===== src/rtl/pipe_trace_unit.sv =====
`default_nettype none
// ============================================================================
// Module   : pipe_trace_unit
// Purpose  : Performance counter and trace source for the 5-stage pipeline.
//            Counts RUN cycles, stalls, flushes and retirements. Each retired
//            register write (rd != x0) is queued in a trace FIFO and streamed
//            out over a valid/ready port.
// Ports    : clk_i, rst_i (async, active-high), start_i, clear_i (sync clear)
//            stall_i, flush_i, retire_i, rd_addr_i, rd_data_i, pc_i
//            trace_valid_o / trace_ready_i / trace_data_o (FIFO head)
//            cycle_cnt_o, stall_cnt_o, flush_cnt_o, retire_cnt_o, drop_cnt_o
//            done_o (FSM in HALT)
// Config   : TRACE_PC_EN - when defined, trace records are 69 bits
//            {pc, rd_addr, rd_data}; otherwise 37 bits {rd_addr, rd_data}.
// Revision : 1.0 - initial release
// ============================================================================
module pipe_trace_unit #(
    parameter int DEPTH      = 8,
    parameter int CNT_W      = 32,
    parameter int MAX_CYCLES = 30
) (
    input  logic             clk_i,
    input  logic             rst_i,
    input  logic             start_i,
    input  logic             clear_i,
    input  logic             stall_i,
    input  logic             flush_i,
    input  logic             retire_i,
    input  logic [4:0]       rd_addr_i,
    input  logic [31:0]      rd_data_i,
    input  logic [31:0]      pc_i,
    output logic             trace_valid_o,
    input  logic             trace_ready_i,
`ifdef TRACE_PC_EN
    output logic [68:0]      trace_data_o,
`else
    output logic [36:0]      trace_data_o,
`endif
    output logic [CNT_W-1:0] cycle_cnt_o,
    output logic [CNT_W-1:0] stall_cnt_o,
    output logic [CNT_W-1:0] flush_cnt_o,
    output logic [CNT_W-1:0] retire_cnt_o,
    output logic [15:0]      drop_cnt_o,
    output logic             done_o
);

`ifdef TRACE_PC_EN
    localparam int TRACE_W = 69;
`else
    localparam int TRACE_W = 37;
`endif
    localparam int AW = $clog2(DEPTH);

    localparam logic [CNT_W-1:0] c_cnt_one    = {{(CNT_W-1){1'b0}}, 1'b1};
    localparam logic [CNT_W-1:0] c_max_cycles = CNT_W'(MAX_CYCLES);
    localparam logic             c_halt_en    = (MAX_CYCLES != 0);
    localparam logic [AW:0]      c_ptr_one    = {{AW{1'b0}}, 1'b1};

    typedef enum logic [1:0] {
        S_IDLE = 2'd0,
        S_RUN  = 2'd1,
        S_HALT = 2'd2
    } state_t;

    state_t             r_state;
    logic               r_done;
    logic [CNT_W-1:0]   r_cycle_cnt;
    logic [CNT_W-1:0]   r_stall_cnt;
    logic [CNT_W-1:0]   r_flush_cnt;
    logic [CNT_W-1:0]   r_retire_cnt;
    logic [15:0]        r_drop_cnt;
    logic [AW:0]        r_wr_ptr;
    logic [AW:0]        r_rd_ptr;
    logic [TRACE_W-1:0] r_mem [DEPTH];

    logic               w_run;
    logic               w_push;
    logic               w_pop;
    logic               w_full;
    logic               w_empty;
    logic               w_write;
    logic               w_drop;
    logic [CNT_W-1:0]   w_cycle_next;
    logic               w_hit_max;
    logic [TRACE_W-1:0] w_entry;

`ifdef TRACE_PC_EN
    assign w_entry = {pc_i, rd_addr_i, rd_data_i};
`else
    assign w_entry = {rd_addr_i, rd_data_i};
    // pc is not recorded in the narrow build
    logic w_unused_pc;
    assign w_unused_pc = ^pc_i;
`endif

    assign w_run        = (r_state == S_RUN);
    assign w_push       = w_run && retire_i && (rd_addr_i != 5'd0);
    assign w_empty      = (r_wr_ptr == r_rd_ptr);
    // Same slot index but opposite wrap bit means the writer lapped the reader
    assign w_full       = (r_wr_ptr[AW] != r_rd_ptr[AW]) &&
                          (r_wr_ptr[AW-1:0] == r_rd_ptr[AW-1:0]);
    assign w_pop        = !w_empty && trace_ready_i;
    // A pop in the same cycle frees the slot the push needs
    assign w_write      = w_push && (!w_full || w_pop);
    assign w_drop       = w_push && w_full && !w_pop;
    assign w_cycle_next = r_cycle_cnt + c_cnt_one;
    assign w_hit_max    = c_halt_en && (w_cycle_next == c_max_cycles);

    // Control FSM with registered done flag
    always_ff @(posedge clk_i or posedge rst_i) begin
        if (rst_i) begin
            r_state <= S_IDLE;
            r_done  <= 1'b0;
        end else if (clear_i) begin
            r_state <= S_IDLE;
            r_done  <= 1'b0;
        end else begin
            case (r_state)
                S_IDLE: begin
                    if (start_i) r_state <= S_RUN;
                end
                S_RUN: begin
                    if (w_hit_max) begin
                        r_state <= S_HALT;
                        r_done  <= 1'b1;
                    end else if (!start_i) begin
                        r_state <= S_IDLE;
                    end
                end
                S_HALT: begin
                    r_state <= S_HALT;
                end
                default: begin
                    r_state <= S_IDLE;
                    r_done  <= 1'b0;
                end
            endcase
        end
    end

    // Event counters
    always_ff @(posedge clk_i or posedge rst_i) begin
        if (rst_i) begin
            r_cycle_cnt  <= '0;
            r_stall_cnt  <= '0;
            r_flush_cnt  <= '0;
            r_retire_cnt <= '0;
            r_drop_cnt   <= '0;
        end else if (clear_i) begin
            r_cycle_cnt  <= '0;
            r_stall_cnt  <= '0;
            r_flush_cnt  <= '0;
            r_retire_cnt <= '0;
            r_drop_cnt   <= '0;
        end else begin
            if (w_run) begin
                r_cycle_cnt <= w_cycle_next;
                // A flush squashes the stalled instruction, so it wins
                if (flush_i)
                    r_flush_cnt <= r_flush_cnt + c_cnt_one;
                else if (stall_i)
                    r_stall_cnt <= r_stall_cnt + c_cnt_one;
            end
            if (w_push)
                r_retire_cnt <= r_retire_cnt + c_cnt_one;
            if (w_drop && (r_drop_cnt != 16'hFFFF))
                r_drop_cnt <= r_drop_cnt + 16'd1;
        end
    end

    // FIFO pointers
    always_ff @(posedge clk_i or posedge rst_i) begin
        if (rst_i) begin
            r_wr_ptr <= '0;
            r_rd_ptr <= '0;
        end else if (clear_i) begin
            r_wr_ptr <= '0;
            r_rd_ptr <= '0;
        end else begin
            if (w_write) r_wr_ptr <= r_wr_ptr + c_ptr_one;
            if (w_pop)   r_rd_ptr <= r_rd_ptr + c_ptr_one;
        end
    end

    // FIFO storage; contents are only observable through a valid head
    always_ff @(posedge clk_i) begin
        if (w_write) r_mem[r_wr_ptr[AW-1:0]] <= w_entry;
    end

    assign trace_valid_o = !w_empty;
    assign trace_data_o  = w_empty ? '0 : r_mem[r_rd_ptr[AW-1:0]];
    assign cycle_cnt_o   = r_cycle_cnt;
    assign stall_cnt_o   = r_stall_cnt;
    assign flush_cnt_o   = r_flush_cnt;
    assign retire_cnt_o  = r_retire_cnt;
    assign drop_cnt_o    = r_drop_cnt;
    assign done_o        = r_done;

endmodule
`default_nettype wire


===== config.mk =====
export PLATFORM = sky130hd
export DESIGN_NAME = pipe_trace_unit
export DESIGN_NICKNAME = d
export VERILOG_FILES = /design/src/rtl/pipe_trace_unit.sv
export SDC_FILE = /design/constraint.sdc
export NUM_CORES = 1
export LEC_CHECK = 0
export CAP_MARGIN = 40
export CORE_ASPECT_RATIO = 2
export CORE_MARGIN = 3
export CORE_UTILIZATION = 60
export DETAILED_ROUTE_END_ITERATION = 12
export PLACE_DENSITY = 0.94
export RECOVER_POWER = 100
export SLEW_MARGIN = 20
export SYNTH_ARGS = -nofsm -noshare
export SYNTH_HDL_FRONTEND = slang
export SYNTH_SLANG_ARGS = --single-unit

===== constraint.sdc =====
create_clock -name clk_i -period 10.83 [get_ports clk_i]
set_input_delay 1.083 -clock clk_i [delete_from_list [all_inputs] [get_ports clk_i]]
set_output_delay 1.083 -clock clk_i [all_outputs]
set_load 0.01 [all_outputs]

==> metrics.txt, run 1 <==
final net count around 1700; Yosys reg bits between 400 and 500; endpoints failing setup 0; Top Family by Delay on Critical Path buffers and inverters; area of the placeable core 0.0318 mm^2; Max stage delay cell, worst path dfrtp_1; violations in the final reports max-capacitance violations, max-slew violations; setup TNS 0 ns; # DRC 0; layout cells sized above 1 10.5%; number of maximum-capacitance violations 16; number of setup buffers added after CTS 0; critical path arrival around 6.2 ns; Setup crit start kind flop; Worst Max-Slew Pin Slew between 3 and 4 ns; count of endpoints failing hold in the final timing report 0; Syn Nets 1429; Max transition margin -158%; fill cell total of the finished layout roughly 1900; final setup skew 0.0344 ns; IO Pins 260; number of different library cells in the post-synthesis netlist slightly below 70; DIE HEIGHT about 260 um; most common cell after layout, fill and taps aside edfxtp_1; initial antenna violation count 9; Worst R2R Setup Slack 4.29 ns; critical path class reg2out; Cell Count, Final, Fillers Out around 2000; TritonCTS clock tree yes; placed cell count 1949; hpwl dp around 30 mm; worst setup path end trace_data_o[2]; Critical Path RT between 9 and 10 ns; capturing element type of the critical path output port; Die X approximately 130 um; number of violations reported at the end of detailed-routing iteration 0 between 900 and 1000; wire length of the first global-routing pass ~79 mm; post-route antenna net violation count 0; sequential cell area between 0.01 and 0.015 mm^2; worst setup path start r_rd_ptr[0]; worst-path fanout max 38; sequential cell area fraction in the yosys report between 60% and 70%; Avg Cell Area, Syn between 10 and 15 um^2; Synth Cell Area slightly below 0.02 mm^2; endpoint of the worst register-to-register path r_wr_ptr[3]; RSZ-0062 raised after global routing no; prevailing post-synth register cell edfxtp_1; worst hold slack across all endpoints between 0.4 and 0.5 ns; Die Area roughly 0.035 mm^2; pin count of the biggest net entering global routing between 70 and 80; sum of routed wire length over all layers 50.8 mm; power per cell area 150 mW/mm^2; series of cell instances along the critical path xor2_1 > nor3_1 > and2_0 > clkbuf_1 > nor2_1 > dlygate4sd3_1; Post-Synthesis Cells 1344; pins over their slew limit about 680; Detailed Routing Iterations Pass 1 7; total global-route track usage 29.5%; status finished with violations; final estimated routing congestion in global placement approximately 0.85; combined area of the multi-input logic cells about 0.0063 mm^2; Highest Clock Rate about 140 MHz; wire length per cell 25.0 um; clock sink count 451; clock latency at the later pin of the worst-skew pair roughly 0.55 ns; largest vdd supply drop 0.127 mV; # H-tree levels 2; initial core utilization 61.2%; leakage power total about 8.7 nW; number of synthesis warnings 0; row count 92; master cell of the clock root buffer clkbuf_16; CTS resizes 0; largest stage delay on the critical path about 1.9 ns; Max clock buf depth 3; cell depth of the worst setup path 6; clock transition at the registers of the reported paths 0.07 ns; instance area after placement between 0.02 and 0.025 mm^2; commonest cells after routing, fill and taps aside edfxtp_1 (296), dlygate4sd3_1 (221), nor2_1 (197), dfrtp_1 (153), xor2_1 (85); count of buffering cells on the critical path with inverters included 2; routed via count around 13000; count of input and output buffers roughly 230; type of the tightest min-delay check reg2reg; number of vias per cell around 6.2; synthesis-to-finish area growth 20.0%; async set-or-reset flop fraction in the synthesized netlist 34.4%; overall overflow remaining after global route 0; minimum clock period between 7 and 8 ns; number of synthesized flops with an enable pin just under 300; overall power approximately 3.5 mW; vias in the first global route 13300; number of CTS-inserted buffers 38; total of hold buffers inserted after clock tree synthesis 0; Period Utilization, post-route 67.6%; RR Startpoint r_rd_ptr[0]; cell area after layout 0.0233 mm^2; cell count of the worst reg-to-reg path 8
## how the worst min path moves through the flow
| stage | from | end | cells after the start |
|---|---|---|---|
| finish | done_o | done_o | 1 |
| global route | done_o | done_o | 1 |
| CTS | done_o | done_o | 1 |
| detailed placement | done_o | done_o | 1 |
| global placement | done_o | done_o | 1 |
| floorplan | r_state[1] | r_state[0] | 1 |
## power breakdown
| group | switching [mW] | leakage, nW | internal [mW] |
|---|---|---|---|
| combinational | 0.120 | 3.24 | 0.0998 |
| clock | 0.623 | 0.625 | 0.790 |
| sequential | 0.0164 | 4.83 | 1.85 |
| total | 0.759 | 8.69 | 2.74 |
## cell type report
cell class / instances / share of cell area, %
clock buffers: 48 / 4.33
inverters: 16 / 0.263
diodes: 8 / 0.0858
well taps: 423 / 2.27
multi-input cells: 815 / 27.0
clock inverters: 21 / 1.12
repair buffers: 245 / 10.2
flip-flops and latches: 451 / 54.7
## per-stage QoR
stage / setup WS (ns) / util (%)
6_report: 3.50 / 73.4
5_1_grt: 3.14 / 73.4
4_1_cts: 5.85 / 73.8
3_5_place_dp: 6.32 / 69.8
3_3_place_gp: 6.49 / 69.6
2_1_floorplan: 5.52 / -
## cells in the mapped netlist (3+ instances only)
cell | count | area (um^2)
nand3_1 | 48 | 240
inv_1 | 16 | 60.1
clkbuf_1 | 33 | 124
mux2i_1 | 43 | 430
dfrtp_1 | 155 | 3880
xnor2_1 | 60 | 526
buf_2 | 16 | 80.1
o21ai_0 | 19 | 95.1
and3_1 | 17 | 106
buf_6 | 4 | 45.0
and4_1 | 16 | 140
nand3_2 | 3 | 30.0
nand2_1 | 66 | 248
nor4_1 | 4 | 25.0
nor2_1 | 198 | 743
buf_1 | 8 | 30.0
mux4_2 | 74 | 1670
nand2b_1 | 3 | 18.8
a21oi_1 | 22 | 110
nor3b_1 | 5 | 37.5
a31oi_1 | 4 | 25.0
and2_1 | 9 | 56.3
o2111ai_1 | 3 | 26.3
nand4_1 | 37 | 231
edfxtp_1 | 296 | 8890
or3_1 | 22 | 138
nor3_1 | 19 | 95.1
ha_1 | 8 | 100
xor2_1 | 85 | 744
## kinds of logic (layout without fill, tap and decap cells)
family | Yosys count | count (layout) | synth area share, %
AOI/OAI and AO/OA | 68 | 68 | 2.24
xor gates and xnor gates | 145 | 145 | 6.53
adders and majority gates | 8 | 8 | 0.515
buffers and inverters | 78 | 330 | 1.81
DFF | 451 | 451 | 65.7
muxes | 117 | 117 | 10.8
other | 0 | 8 | 0
and+or+nand+nor | 477 | 477 | 12.5
## per-layer routing
layer  GRT usage [%]  up-vias  wire (um)
met3            4.88      145       3220
met4            13.7        4       2400
met1            33.8     6357      17300
li1                -     5417          -
met2            53.8      617      27900
met5               0        -         27
## registers in the layout, summed over array words and instances (netlist names)
| register | flops |
|---|---|
| drop_cnt_o | 16 |
| r_rd_ptr | 4 |
| retire_cnt_o | 32 |
| done_o | 1 |
| r_mem | 296 |
| cycle_cnt_o | 32 |
| stall_cnt_o | 32 |
| flush_cnt_o | 32 |
| r_wr_ptr | 4 |
| r_state | 2 |
No activity file was read; power rests on OpenSTA's default activity.
==> run 2: changes to the inputs <==
- CORE_UTILIZATION: 60 -> 50
- PLACE_DENSITY: 0.94 -> 0.84
- clock period: 10.83 -> 6.45 ns (I/O delays scaled with it)
==> metrics.txt, run 2 (synthesis results as in run 1) <==
status finished with violations; violations in the final reports max-capacitance violations, max-slew violations; leakage power total 8.80 nW (+1.3%); count of input and output buffers 227 (unchanged); Largest register FFs 296 (unchanged); cell area after layout 0.0236 mm^2 (+1.3%); count of endpoints failing hold in the final timing report 0 (unchanged); hpwl dp 28.8 mm (-6.2%); number of maximum-capacitance violations 5 (-11); fill cell total of the finished layout 2815 (+47%); largest vdd supply drop 0.212 mV (+67%); total global-route track usage 21.7% (-7.8 points); clock latency at the later pin of the worst-skew pair 0.56 ns (about the same); initial core utilization 50.9% (-10 points); TritonCTS clock tree yes; combinational group share of total power 6.1% (-0.2 points); wire length of the first global-routing pass 71.4 mm (-9.2%); clock share of power 41.6% (+1.2 points); # DRC 0 (unchanged); wire length per cell 21.2 um (-16%); sequential cell fraction of total power 52.3% (-1.0 points); worst hold slack across all endpoints 0.540 ns (+0.0454 ns); CTS resizes 0 (unchanged); initial antenna violation count 3 (-6); type of the tightest min-delay check reg2reg; commonest cells after routing, fill and taps aside edfxtp_1 (296), dlygate4sd3_1 (220), nor2_1 (197), dfrtp_1 (153), xor2_1 (85); final estimated routing congestion in global placement 0.852 (+0.15%); Detailed Routing Iterations Pass 1 5 (-2); sum of routed wire length over all layers 44.8 mm (-12%); switching pwr 1.29 mW (+70%); minimum clock period 4.90 ns; routed via count 11900 (-4.9%); Worst Max-Slew Pin Slew 2.00 ns (-1.86 ns); clock transition at the registers of the reported paths 0.06 ns (about the same); worst min-delay path endpoint done_o; RR Startpoint r_rd_ptr[0]; Setup crit start kind primary input; vias in the first global route 12600 (-4.8%); layout cells sized above 1 11.5% (+1.1 points); critical path class in2reg; final core area utilization 61.9% (-12 points); pins over their slew limit 214 (-68%); Die X 145 um (+9.1%); master cell of the clock root buffer clkbuf_16; Highest Clock Rate around 200 MHz; power per cell area 252 mW/mm^2 (+68%); most common cell after layout, fill and taps aside edfxtp_1; instance area after placement 0.0223 mm^2 (+0.54%); IO Pins 260 (unchanged); pin count of the biggest net entering global routing 82 (+14%); number of vias per cell 5.63 (-9.0%); internal power 4.67 mW (+71%); clock sink count 451 (unchanged); share of total power consumed by net switching 21.6% (-0.11 points); Max clock buf depth 3 (unchanged); setup TNS 0 ns (unchanged); Worst Hold Launch done_o; Max transition margin -33.9% (+120 points); # H-tree levels 2 (unchanged); Worst R2R Setup Slack 1.68 ns (-2.61 ns); row count 101 (+9.8%); final net count 1656 (+0.24%); total of hold buffers inserted after clock tree synthesis 0 (unchanged); hold path depth 1 (unchanged); RSZ-0062 raised after global routing no; critical path arrival 5.25 ns (-0.99 ns); area of the placeable core 0.0382 mm^2 (+20%); endpoint of the worst register-to-register path r_mem[7][6]; capturing element type of the critical path flop; cell count of the worst reg-to-reg path 7 (-1); number of CTS-inserted buffers 41 (+7.9%); number of violations reported at the end of detailed-routing iteration 0 752 (-23%); DIE HEIGHT 285 um (+9.3%); post-route antenna net violation count 0 (unchanged); worst-path fanout max 41 (+7.9%); Period Utilization, post-route between 70% and 80%; endpoints failing setup 0 (unchanged); Critical Path RT 6.81 ns (-2.94 ns); number of setup buffers added after CTS 0 (unchanged); Die Area 0.0414 mm^2 (+19%); synthesis-to-finish area growth 21.6%; overall overflow remaining after global route 0 (unchanged); final setup skew 0.0144 ns (-0.0200 ns)
==> run 2: cell types whose count changed in the layout (fill, tap and decap cells not counted), sizes merged <==
cell           delta
diode             -5
clkinv            +1
clkbuf            -8
clkinvlp          +3
inv               +1
bufinv            -2
clkdlybuf4s50     +1
buf              +11
dlygate4sd3       -1
==> run 2: routing by layer <==
layer	up-vias	routed length, um	GRT usage (%)
met5	-	13	0
met4	2	1240	6.68
met3	76	2360	4.13
met2	319	25100	41.3
met1	6110	16200	24.5
li1	5422	-	-
==> run 2: worst max-delay path, cell delays in order <==
cell and delay (ns):
clkbuf_1 1.28, clkbuf_1 1.32, o21ai_0 0.37, or4b_1 0.67, nor3_1 0.53, nand3_1 0.16, xor2_1 0.17, nor2_1 0.07
==> run 2: area by class of cell <==
cell class	instances	area (um^2)	area share, %
flip-flops and latches	451	12800	54.0
clock inverters	24	255	1.08
repair buffers	246	2460	10.4
inverters	16	61.3	0.259
well taps	515	644	2.73
clock buffers	50	1140	4.83
diodes	3	7.51	0.0318
multi-input cells	815	6290	26.6
==> run 2: metrics by stage <==
step           total power [mW]  instances  worst slack [ns]
2_1_floorplan              3.39       1344              1.58
3_3_place_gp               3.54       2038              2.40
3_5_place_dp               3.56       2041              2.33
4_1_cts                    6.04       2115              2.01
5_1_grt                    6.17       2118              1.22
6_report                   5.96       2120              1.55
==> run 2: how the worst max path moves through the flow <==
| stage | startpoint | endpoint | cells past startpoint |
|---|---|---|---|
| 2_1_floorplan | retire_i | r_mem[2][0] | 6 |
| 3_3_place_gp | rd_addr_i[2] | r_mem[7][12] | 7 |
| 3_5_place_dp | rd_addr_i[2] | r_mem[7][9] | 7 |
| 4_1_cts | r_rd_ptr[0] | trace_valid_o | 6 |
| 5_1_grt | clear_i | stall_cnt_o[23] | 8 |
| 6_report | clear_i | stall_cnt_o[27] | 8 |
==> run 2: power groups by stage <==
| stage | sequential (mW) | clock (mW) | combinational (mW) |
|---|---|---|---|
| 3_5_place_dp | 3.18 | 0 | 0.383 |
| 6_report | 3.12 | 2.48 | 0.365 |
| 2_1_floorplan | 3.17 | 0 | 0.222 |
| 5_1_grt | 3.12 | 2.65 | 0.398 |
| 4_1_cts | 3.12 | 2.54 | 0.387 |
| 3_3_place_gp | 3.19 | 0 | 0.346 |
